===== src/rtl/vlc_mem_pkg.sv =====
// Shared memory helpers for the VLC receive buffers: default geometry and
// the wrapping pointer increment used by the FIFO pointers.
package vlc_mem_pkg;

  localparam int DATA_WIDTH_DEF = 8;
  localparam int ADDR_WIDTH_DEF = 7;
  localparam int RAM_SIZE_DEF   = 128;
  localparam int CNT_WIDTH      = ADDR_WIDTH_DEF + 1;

  // Wraps at size-1 so non-power-of-two depths work.
  function automatic int unsigned ptr_inc(input int unsigned ptr, input int unsigned size);
    return (ptr == size - 1) ? 0 : ptr + 1;
  endfunction

endpackage


===== src/rtl/ram_sdp.sv =====
// Simple dual-port RAM: one write port, one registered synchronous read port.
// Written as a plain array with clocked read so it maps onto block RAM.
module ram_sdp #(
  parameter int DATA_WIDTH = 8,
  parameter int ADDR_WIDTH = 7,
  parameter int DEPTH      = 128
) (
  input  logic                  clk_i,
  input  logic                  wr_en_i,
  input  logic [ADDR_WIDTH-1:0] wr_addr_i,
  input  logic [DATA_WIDTH-1:0] wr_data_i,
  input  logic                  rd_en_i,
  input  logic [ADDR_WIDTH-1:0] rd_addr_i,
  output logic [DATA_WIDTH-1:0] rd_data_o
);

  logic [DATA_WIDTH-1:0] mem_q [DEPTH];
  logic [DATA_WIDTH-1:0] rd_data_q;

  always_ff @(posedge clk_i) begin
    if (wr_en_i) mem_q[wr_addr_i] <= wr_data_i;
  end

  always_ff @(posedge clk_i) begin
    if (rd_en_i) rd_data_q <= mem_q[rd_addr_i];
  end

  assign rd_data_o = rd_data_q;

endmodule


===== src/rtl/ram_fifo_sync.sv =====
// First-word-fall-through FIFO over ram_sdp. The RAM read register is the
// prefetch slot, backed by a skid register. Optional i_flush via FIFO_FLUSH_EN.
module ram_fifo_sync
  import vlc_mem_pkg::*;
#(
  parameter int DATA_WIDTH = DATA_WIDTH_DEF,
  parameter int ADDR_WIDTH = ADDR_WIDTH_DEF,
  parameter int RAM_SIZE   = RAM_SIZE_DEF
) (
  input  logic                  clk,
  input  logic                  rst,
`ifdef FIFO_FLUSH_EN
  input  logic                  i_flush,
`endif
  input  logic                  i_w_valid,
  output logic                  o_w_ready,
  input  logic [DATA_WIDTH-1:0] i_w_data,
  output logic                  o_r_valid,
  input  logic                  i_r_ready,
  output logic [DATA_WIDTH-1:0] o_r_data,
  output logic [ADDR_WIDTH:0]   o_count,
  output logic                  o_full,
  output logic                  o_empty
);

  localparam int CW = ADDR_WIDTH + 1;

  logic [ADDR_WIDTH-1:0] wr_ptr_q, wr_ptr_d, rd_ptr_q, rd_ptr_d;
  logic [CW-1:0]         count_q, count_d, staged, ram_words;
  logic                  full_q, full_d, empty_q, empty_d, w_ready_q, w_ready_d;
  logic                  ram_vld_q, ram_vld_d, skid_vld_q, skid_vld_d;
  logic [DATA_WIDTH-1:0] skid_q, skid_d, ram_dout;
  logic                  clr, wr_en, rd_en, deliver;

`ifdef FIFO_FLUSH_EN
  assign clr = rst | i_flush;
`else
  assign clr = rst;
`endif

  ram_sdp #(
    .DATA_WIDTH(DATA_WIDTH),
    .ADDR_WIDTH(ADDR_WIDTH),
    .DEPTH     (RAM_SIZE)
  ) u_ram (
    .clk_i    (clk),
    .wr_en_i  (wr_en),
    .wr_addr_i(wr_ptr_q),
    .wr_data_i(i_w_data),
    .rd_en_i  (rd_en),
    .rd_addr_i(rd_ptr_q),
    .rd_data_o(ram_dout)
  );

  always_comb begin
    wr_en      = i_w_valid & w_ready_q;
    o_r_valid  = ram_vld_q | skid_vld_q;
    deliver    = o_r_valid & i_r_ready;
    staged     = CW'(ram_vld_q) + CW'(skid_vld_q);
    // count_q only includes words written at earlier edges, so these are safe to read.
    ram_words  = count_q - staged;
    rd_en      = (ram_words != '0) && !(skid_vld_q && !deliver);

    wr_ptr_d   = wr_en ? ADDR_WIDTH'(ptr_inc(32'(wr_ptr_q), RAM_SIZE)) : wr_ptr_q;
    rd_ptr_d   = rd_en ? ADDR_WIDTH'(ptr_inc(32'(rd_ptr_q), RAM_SIZE)) : rd_ptr_q;

    count_d = count_q;
    if (wr_en && !deliver)      count_d = count_q + CW'(1);
    else if (!wr_en && deliver) count_d = count_q - CW'(1);

    // A new read overwrites the RAM register, so an undelivered word there moves to skid.
    skid_d     = skid_q;
    skid_vld_d = skid_vld_q;
    if (rd_en && ram_vld_q && (skid_vld_q || !deliver)) begin
      skid_d     = ram_dout;
      skid_vld_d = 1'b1;
    end else if (deliver && skid_vld_q) begin
      skid_vld_d = 1'b0;
    end

    ram_vld_d = ram_vld_q;
    if (rd_en)                        ram_vld_d = 1'b1;
    else if (deliver && !skid_vld_q)  ram_vld_d = 1'b0;

    full_d    = (count_d == CW'(RAM_SIZE));
    empty_d   = (count_d == '0);
    w_ready_d = !full_d;

    if (skid_vld_q)     o_r_data = skid_q;
    else if (ram_vld_q) o_r_data = ram_dout;
    else                o_r_data = '0;
  end

  always_ff @(posedge clk) begin
    if (clr) begin
      wr_ptr_q   <= '0;
      rd_ptr_q   <= '0;
      count_q    <= '0;
      full_q     <= 1'b0;
      empty_q    <= 1'b1;
      w_ready_q  <= 1'b1;
      ram_vld_q  <= 1'b0;
      skid_vld_q <= 1'b0;
      skid_q     <= '0;
    end else begin
      wr_ptr_q   <= wr_ptr_d;
      rd_ptr_q   <= rd_ptr_d;
      count_q    <= count_d;
      full_q     <= full_d;
      empty_q    <= empty_d;
      w_ready_q  <= w_ready_d;
      ram_vld_q  <= ram_vld_d;
      skid_vld_q <= skid_vld_d;
      skid_q     <= skid_d;
    end
  end

  assign o_w_ready = w_ready_q;
  assign o_count   = count_q;
  assign o_full    = full_q;
  assign o_empty   = empty_q;

endmodule

===== config.mk =====
export PLATFORM = sky130hd
export DESIGN_NAME = ram_fifo_sync
export DESIGN_NICKNAME = d
export VERILOG_FILES = /design/src/rtl/vlc_mem_pkg.sv /design/src/rtl/ram_sdp.sv /design/src/rtl/ram_fifo_sync.sv
export SDC_FILE = /design/constraint.sdc
export NUM_CORES = 1
export LEC_CHECK = 0
export CAP_MARGIN = 0
export CORE_MARGIN = 1
export CORE_UTILIZATION = 45
export DETAILED_ROUTE_END_ITERATION = 12
export DONT_BUFFER_PORTS = 1
export HOLD_SLACK_MARGIN = 0.02
export PLACE_DENSITY = 0.72
export SYNTH_ARGS = -nofsm -noshare
export SYNTH_HDL_FRONTEND = slang
export SYNTH_SLANG_ARGS = --single-unit

===== constraint.sdc =====
create_clock -name clk -period 3 [get_ports clk]
set_clock_uncertainty 0.05 [all_clocks]
set_input_delay 0.3 -clock clk [delete_from_list [all_inputs] [get_ports clk]]
set_output_delay 0.3 -clock clk [all_outputs]
set_load 0.01 [all_outputs]

==> results by group <==
Run
  – Max-cap violations: 0

STA
  – Hold slack: -0.00454 ns
  – Max-slew violations: 0
  – Final Hold Viols: 3
  – Final period util: 97.0%
  – Rel. slew slack: 34.8%
  – Final WS setup: 0.0890 ns
  – Setup TNS: 0 ns
  – Fmax: 0.344 GHz
  – Final setup violation count: 0
  – Slew @ Worst Pin: 0.976 ns
  – Min cycle time layout: 2.91 ns

Final layout
  – Fillers: 7031
  – Ratio of cells with drive above 1 in the final layout: 24.8%
  – Antenna Cells: 0
  – Nets: 2390
  – Most common cell after layout, fill and taps aside: edfxtp_1
  – Area Overhead vs Synth: 15.1%
  – Most frequent cells in the layout: edfxtp_1 (1032), buf_4 (205), mux4_2 (195)

Worst setup path
  – WP buf/inv: 3
  – CP Capture Type: flip-flop
  – CP Cell Sequence: inv_2, fa_1, inv_1, ha_1, nor2_1, ha_1, xor2_1, nor3_2, a32oi_4, buf_12, nand3_2, or3_1, a21oi_1
  – Setup Crit Path Kind: reg -> reg
  – Crit path max-delay cell type: fa_1
  – Crit path arrival time: 3.48 ns
  – Cell family with most CP delay: adder cells
  – CP most frequent cell: ha_1
  – Crit Path Max Fanout: 7
  – Critical path required time: 3.57 ns
  – CP max stage delay: 0.53 ns
  – CP startpoint kind: flip-flop

Power and ir drop
  – Maximum VDD drop: 547 uV
  – Static Leak: 15.3 nW
  – Cell Pwr Density: 768 nW/um^2

Place
  – Post-Place Setup Slack: 0.0163 ns
  – Port bufs: 0
  – DP Wirelength: 62.6 mm
  – Final Wtd Congestion: 0.918

Yosys
  – Synth Area per Inst: 19.5 um^2
  – Mapped Nets: 2176
  – Yosys cell types: 65
  – Cell count after synthesis: 2155
  – Synth async-reset ratio: 0%
  – EDFF count, synth: 1032
  – Sequential share of the synthesized area: 75.6%
  – Top_reg_cell synth: edfxtp_1
  – Flops & latches, synth: 1067
  – Cell Area, Synth: 41900 um^2
  – Synth Warn #: 0

Clock network
  – Root Driver: clkbuf_16
  – Num CTS Buffers: 102
  – CTS HTree Levels: 3
  – Skew-Pair Late Insertion Delay: 0.69 ns
  – Worst-path clk slew: 0.06 ns
  – Sink Count: 1067
  – CTS tree: done
  – CTS max path bufs: 3

Floorplanning
  – Die width: 307 um
  – # rows: 111
  – Die ar.: 94400 um^2
  – Top-level I/O count: 32
  – Core area: 91900 um^2
  – Die H: 307 um
  – Initial Util: 45.6%

Route
  – Iter 0 DRT Violations: 3022
  – DR vias: 22400
  – Total iterations of the first detailed-routing run: 7
  – Antenna-violating nets left: 0
  – Via density: 6.06
  – Wire length per cell: 27.6 um
  – Drt total wl: 102 mm
  – DRC: 0

Run status
  – Outcome: finished with violations
  – Failing checks: hold timing

Hold path
  – HP Class: in -> reg

GRT
  – Largest net degree at the start of global routing: 129
  – GRT Total Usage: 21.8%
  – Total gr overflow: 0
  – Global-route wire length before repair: 151 mm
  – Vias in the first global route: 22400
  – Initial antenna violation count: 0
-- power breakdown --
| part | total (mW) | switching, mW | leakage [nW] | internal, mW |
|---|---|---|---|---|
| registers | 16.9 | 0.300 | 9.58 | 16.6 |
| clock network | 12.8 | 5.59 | 1.64 | 7.25 |
| logic | 7.35 | 4.00 | 4.11 | 3.35 |
-- cells in the mapped netlist, drive strengths merged, types with 28 or more instances --
cell type  number  area, um^2
nor2          182         688
nand2          57         219
mux2i         152        1520
dfxtp          35         701
a21oi          32         160
buf            74         537
nand3          28         145
edfxtp       1032       31000
mux4          195        4390
a211oi         33         248
a22oi          36         270
clkbuf         49         185
-- registers in the layout, summed over array words and instances (netlist names) --
name             cells
o_count              8
wr_ptr_q             7
o_full               1
u_ram.mem_q       1024
u_ram.rd_data_o      8
ram_vld_q            1
skid_q               8
rd_ptr_q             7
o_empty              1
skid_vld_q           1
o_w_ready            1
-- per-layer routing --
| metal | vias up | GRT usage (%) | routed length, um |
|---|---|---|---|
| met5 | - | 0 | 0 |
| met4 | 0 | 7.23 | 3290 |
| met3 | 196 | 4.24 | 9710 |
| met2 | 1342 | 34.8 | 48900 |
| met1 | 11600 | 30.1 | 40200 |
| li1 | 9261 | - | - |
-- per-stage QoR --
step / std cells / power, mW / hold WS (ns) / util (%) / cell area (um^2)
6_report: 3694 / 37.1 / -0.00454 / 52.5 / 48300
5_1_grt: 3694 / 38.2 / 0.0441 / 52.5 / 48300
4_1_cts: 3693 / 37.1 / 0.0442 / 52.5 / 48200
3_5_place_dp: 3496 / 24.1 / 0.328 / 48.6 / 44600
3_3_place_gp: 3496 / 24.0 / 0.325 / 48.6 / 44600
2_1_floorplan: 2155 / 22.0 / 0.342 / - / 41900
-- timing repair --
item                                   in CTS  in global routing
pin swaps                                   1                  2
hold buffers                               11                  0
gates cloned                                0                  0
resized for setup                           1                  4
endpoints found under the hold margin    1059                  0
buffers inserted                            0                  1
setup endpoints to repair                   1                 14
-- cell type report --
| cell class | count | area (um^2) | area share, % |
|---|---|---|---|
| sequential | 1067 | 31700 | 65.7 |
| multi-input combinational | 955 | 9490 | 19.7 |
| clock buffer | 117 | 2610 | 5.40 |
| timing repair buffer | 233 | 2140 | 4.43 |
| tap | 1243 | 1560 | 3.22 |
| clock inverter | 69 | 733 | 1.52 |
| inverter | 10 | 37.5 | 0.0778 |
-- worst reg2reg max path, stage by stage, from the launching register on --
cell and delay [ns]:
dfxtp_2 0.35, inv_2 0.06, fa_1 0.53, inv_1 0.05, ha_1 0.21, nor2_1 0.12, ha_1 0.17, xor2_1 0.20
nor3_2 0.09, a32oi_4 0.25, buf_12 0.16, nand3_2 0.09, or3_1 0.36, a21oi_1 0.14
-- cell families after synthesis --
group / Yosys count / synth area share, %
flops: 1067 / 75.6
compound gates: 228 / 3.96
simple gates: 347 / 3.75
xor+xnor: 19 / 0.397
buf+inv: 133 / 1.81
mux: 351 / 14.2
fa+ha+maj: 10 / 0.310
-- path summary, 6_finish.rpt --
path	from	end	slack [ns]	cells past startpoint
worst min register to register	skid_q[3]	skid_q[3]	0.46	2
worst min-delay path	i_w_data[1]	u_ram.mem_q[106][1]	-0.005	1
worst max register to register	ram_vld_q	rd_ptr_q[5]	0.09	13
worst max-delay path	ram_vld_q	rd_ptr_q[5]	0.09	13
No activity file was read; power rests on OpenSTA's default activity.
